### config.mk
export PLATFORM = sky130hd
export DESIGN_NAME = gpio_edge_capture
export DESIGN_NICKNAME = d
export VERILOG_FILES = /design/src/rtl/gpio_edge_capture.sv
export SDC_FILE = /design/constraint.sdc
export NUM_CORES = 1
export LEC_CHECK = 0
export ABC_CLOCK_PERIOD_IN_PS = 2810
export CAP_MARGIN = 0
export CORE_MARGIN = 1
export CORE_UTILIZATION = 59
export DETAILED_ROUTE_END_ITERATION = 12
export HOLD_SLACK_MARGIN = 0.08
export MAX_ROUTING_LAYER = met4
export PLACE_DENSITY = 0.89
export SYNTH_ARGS = -nofsm -noshare
export SYNTH_HDL_FRONTEND = slang
export SYNTH_SLANG_ARGS = --single-unit
### constraint.sdc
create_clock -name clk -period 2.81 [get_ports clk]
set_input_delay 0.4215 -clock clk [delete_from_list [all_inputs] [get_ports clk]]
set_output_delay 0.4215 -clock clk [all_outputs]
set_load 0.02 [all_outputs]
### src/rtl/gpio_edge_capture.sv
// GPIO edge capture: synchronizes pins, optionally debounces them, detects
// rising/falling edges and latches enabled edges into a W1C status register
// with a level-sensitive interrupt.
module gpio_edge_capture #(
  parameter int npins    = 16,
  parameter int debounce = 0
) (
  input  logic             clk,
  input  logic             reset,
  input  logic [npins-1:0] pins_in,
  input  logic [1:0]       addr,
  input  logic             w_strobe,
  input  logic [npins-1:0] data_write,
  output logic [npins-1:0] data_read,
  output logic             irq
);

  logic [npins-1:0] sync0;
  logic [npins-1:0] sync1;
  logic [npins-1:0] level;
  logic [npins-1:0] prev;
  logic [npins-1:0] rise_en;
  logic [npins-1:0] fall_en;
  logic [npins-1:0] status;
  logic [npins-1:0] rise;
  logic [npins-1:0] fall;
  logic [npins-1:0] status_set;
  logic [npins-1:0] status_clr;
  logic             wr_rise_en;
  logic             wr_fall_en;
  logic             wr_status;

  // Two-flop synchronizer on every pin before any other use.
  always_ff @(posedge clk or negedge reset) begin
    if (!reset) begin
      sync0 <= '0;
      sync1 <= '0;
    end else begin
      sync0 <= pins_in;
      sync1 <= sync0;
    end
  end

  generate
    if (debounce == 0) begin : g_bypass
      assign level = sync1;
    end else begin : g_filter
      localparam int CW = $clog2(debounce + 1);
      localparam logic [CW-1:0] TC = CW'(debounce - 1);

      logic [CW-1:0]    cnt [npins];
      logic [npins-1:0] level_q;

      // Per-pin stability counter; the level follows sync1 only after it has
      // disagreed for debounce consecutive edges.
      always_ff @(posedge clk or negedge reset) begin
        if (!reset) begin
          level_q <= '0;
          for (int i = 0; i < npins; i++) cnt[i] <= '0;
        end else begin
          for (int i = 0; i < npins; i++) begin
            if (sync1[i] == level_q[i]) begin
              cnt[i] <= '0;
            end else if (cnt[i] == TC) begin
              level_q[i] <= sync1[i];
              cnt[i]     <= '0;
            end else begin
              cnt[i] <= cnt[i] + 1'b1;
            end
          end
        end
      end

      assign level = level_q;
    end
  endgenerate

  assign rise       = level & ~prev;
  assign fall       = ~level & prev;
  assign wr_rise_en = w_strobe && (addr == 2'b01);
  assign wr_fall_en = w_strobe && (addr == 2'b10);
  assign wr_status  = w_strobe && (addr == 2'b11);
  assign status_set = (rise & rise_en) | (fall & fall_en);
  assign status_clr = wr_status ? data_write : '0;

  // Previous filtered level for edge detection.
  always_ff @(posedge clk or negedge reset) begin
    if (!reset) prev <= '0;
    else        prev <= level;
  end

  // Edge-enable mask registers.
  always_ff @(posedge clk or negedge reset) begin
    if (!reset) begin
      rise_en <= '0;
      fall_en <= '0;
    end else begin
      if (wr_rise_en) rise_en <= data_write;
      if (wr_fall_en) fall_en <= data_write;
    end
  end

  // Sticky status with write-1-to-clear; a new event in the same cycle wins.
  always_ff @(posedge clk or negedge reset) begin
    if (!reset) status <= '0;
    else        status <= (status & ~status_clr) | status_set;
  end

  // Registered read mux and interrupt.
  always_ff @(posedge clk or negedge reset) begin
    if (!reset) begin
      data_read <= '0;
      irq       <= 1'b0;
    end else begin
      irq <= |status;
      case (addr)
        2'b00:   data_read <= level;
        2'b01:   data_read <= rise_en;
        2'b10:   data_read <= fall_en;
        default: data_read <= status;
      endcase
    end
  end

endmodule

======== After elaboration in Yosys (flattened, before gate mapping) ========
Index checks and enable logic that the tools add are counted.
W data, S select, Z words.
word-level totals
  word-level logic and storage cells ...... 28
  input port bits ......................... 37
  register bits after elaboration ......... 113
  output and inout port bits .............. 17
operators by class
  reduce and logical (&&, ||, !) cells .... 5
  equal/unequal tests ..................... 3
  bitwise gates (word level) .............. 10
  muxes and demuxes ....................... 2
operators with widths
  cell                  number
  $and A16 B16 Y16      5
  $not A16 Y16          3
  $pmux W16 S3          1
  $or A16 B16 Y16       2
  $mux W16              1
  $reduce_or A16 Y1     1
  $eq A2 B2 Y1 const B  2
  $logic_and A1 B1 Y1   3
  $eq A2 B1 Y1 const B  1
  $logic_not A2 Y1      1

======== Logic depth before layout (Yosys ltp) ========
  word-level depth ........................ 6
  mapped depth ............................ 4
  mapped depth without buffers ............ 2

======== Least setup slack after synthesis ========
Ideal clock, no wire load.
  kind .................................... input to register
  start ................................... in addr[0]
  end ..................................... reg data_read[0]
  stages .................................. 3
  setup time .............................. 138 ps
  arrival ................................. 1194 ps
  buffers on the path ..................... 2
  path slack .............................. 1477 ps
  data required time ...................... 2672 ps
  path through ............................ buf_6 -> buf_6 -> mux4_2
on the way
  word-level cells in the longest chain between the ends .. 2
  elaborated cells between the ends (all ways) .. 4
  classes of those cells .................. eq/ne: 2; mux: 1; reduce/logical: 1
ends and longest elaborated chain
  element                                     line  text
  start, declared                             11    input logic [1:0] addr,
  $eq A2 B2 Y1, or another cell as far along  116   case (addr)
  $pmux W16 S3 (*)                            116
  end signal, assigned                        117   2'b00: data_read <= level;
  end signal, assigned                        118   2'b01: data_read <= rise_en;
  end signal, assigned                        119   2'b10: data_read <= fall_en;
  end, declared                               14    output logic [npins-1:0] data_read,
Every way passes the cells marked *; elsewhere a longest branch is shown, timed or not.
A chain may end at the register's enable or synchronous reset.

======== Final worst setup path ========
  start ................................... reg data_read[15]
  end ..................................... out data_read[15]
No word-level cell between the ends.

==> impl_results.md <==
* Status: completed
* Area grow syn2layout at 27.1%
* Slew margin rel. at 0.455
* CP Data Arrival Time at 1450 ps
* Crit Reg-Reg Endpoint: irq$_DFF_PN0_
* Final Cycle Share at 0.665
* Worst vdd ir at 0.473 mV
* Via count of the routed design at 2476
* CTS tree: built
* WHS Endpoint: level[10]$_DFF_PN0_
* Largest net degree at the start of global routing at 68
* Gr usage total at 0.261
* Port Buffers at 53
* Clock sink count at 113
* GR Overflow Total at 0
* Mapped cell area at 0.00430 mm2
* Reg2Reg Launch Point: status[0]$_DFF_PN0_
* Crit-path leading delay family: buffers and inverters
* Final design utilization at 0.790
* Commonest non-fill, non-tap cell in the layout: dfrtp_1
* Cell Chain, Critical Path: clkdlybuf4s50_1
* Cell area power density at 832 mW/mm2
* Min cycle time layout at 1870 ps
* Setup TNS at 0 ps
* Netlist cell types at 13
* Initial DRC count at 145
* CP max-delay cell: clkdlybuf4s50_1
* Antenna cells at 0
* Synth Register Bits at 113
* Critical path depth in cells at 1
* Residual DRC at 0
* Leak at 2.38 nW
* RSZ-0062 raised after global routing: false
* Syn_area_per_cell at 17.6 um2
* Synth Net Count at 281
* WL/cell at 19.4 um
* CP max FO at 1
* Worst setup EP type: output port
* Gpl congestion at 0.735
* Routed WL at 8190 um
* Flop2flop setup slack at 1670 ps
* YS warnings at 0
* Fin. Hold Viols at 0
* Slew Limit Fails at 0
* Vias per cell at 5.88
* Final nets at 349
* Io pins at 54
* Final Setup Violations at 0
* Die Y-Extent at 87.3 um
* Synth Instances at 244
* Crit path required time at 2390 ps
* Die area at 0.00763 mm2
* First-pass GRT wire length at 13700 um
* Initial Util at 0.622
* Least-Margin Pin Slew at 818 ps
* Fmax at 0.535 GHz
* DRT Pass-1 Iters at 4
* Hold_sp: sync0[10]$_DFF_PN0_
* Root Driver: clkbuf_8
* Clk_lat worst skew at 510 ps
* Initial antenna violation count at 0
* Final ANT Viol Nets at 0
* Std cell rows at 30
* Clock transition at path regs at 50 ps
* Most frequent cells in the layout: dfrtp_1 (113), clkdlybuf4s50_1 (51), mux2_4 (20)
* Post-DP HPWL at 5030 um
* Post-CTS setup buffers at 0
* Sequential share of the synthesized area at 0.658
* Vias in the first global route at 2648
* Core Region at 0.00691 mm2
* Cell depth of the worst min-delay path at 0
* Die Span X at 87.3 um
* Total CTS buffers at 17
* Max-cap viol count at 0
* Clk_skew at 6.51 ps
* Max stage delay on crit path at 610 ps
* Worst hold path type: flop to flop
* Crit path buf inv count at 1
* Max Buffers Root-to-Sink at 2
* Crit Path Category: flop to output port
* CTS H-Tree Depth at 4
* R2r worst-path depth at 2
* Layout cell share with drive strength beyond 1 at 0.280
* CP startpoint kind: flop
==> cells by family after synthesis <==
group,count (synthesis),share of synthesized area
AO/OA/AOI/OAI,16,0.0373
buffers and inverters,12,0.0233
flip-flops,113,0.658
multiplexers,48,0.185
AND/OR/NAND/NOR,55,0.0958
==> worst max-delay path by stage <==
stage                                 start                       to  slack, ps
floorplan                           addr[0]   data_read[0]$_DFF_PN0_       1480
global placement                   w_strobe  fall_en[13]$_DFFE_PN0P_        610
detailed placement                  addr[1]   rise_en[1]$_DFFE_PN0P_        590
CTS                 data_read[15]$_DFF_PN0_            data_read[15]        910
global route        data_read[12]$_DFF_PN0_            data_read[12]        900
finish              data_read[15]$_DFF_PN0_            data_read[15]        940
==> routing by layer <==
| metal | wire length (um) | GRT usage |
|---|---|---|
| met1 | 3460 | 0.324 |
| met2 | 4170 | 0.401 |
| met4 | 137 | 0.0999 |
| met3 | 422 | 0.0872 |
| met5 | 0 | - |
==> per-stage QoR <==
stage	area (um2)	std cells	total power, mW	hold slack, ps	setup slack (ps)
floorplan	4300	244	2.31	126	1480
global placement	4890	388	2.55	333	614
detailed placement	4890	388	2.58	335	591
CTS	5460	421	4.58	328	915
global route	5460	421	4.72	332	899
finish	5460	421	4.54	346	940
==> registers in the layout, summed over array words and instances (netlist names) <==
signal     cells
status        16
prev          16
sync0         16
level         16
data_read     16
irq            1
rise_en       16
fall_en       16
==> area by class of cell <==
| type | count | area [um2] |
|---|---|---|
| sequential | 113 | 2830 |
| fill | 414 | 1450 |
| multi-input combinational | 119 | 1370 |
| timing repair buffer | 61 | 586 |
| clock buffer | 17 | 414 |
| clock inverter | 15 | 144 |
| tap | 96 | 120 |
==> repair_timing <==
item                      in CTS  in global routing
resized for setup              0                  0
hold endpoints to repair      64                  0
hold buffers                   1                  0
==> Yosys cell counts, drive strengths merged <==
master / number / area, um2
a221o: 16 / 160
and3b: 16 / 140
buf: 12 / 100
dfrtp: 113 / 2830
mux2: 32 / 435
mux4: 16 / 360
nand3b: 2 / 40.0
nand4: 17 / 106
nor2b: 16 / 100
nor4: 4 / 25.0
==> power breakdown <==
group / switching (mW) / total [mW] / internal (mW)
combinational: 0.221 / 0.569 / 0.349
sequential: 0.155 / 2.00 / 1.84
clock: 0.728 / 1.98 / 1.25
total: 1.10 / 4.54 / 3.44
No activity file was read; power rests on OpenSTA's default activity.
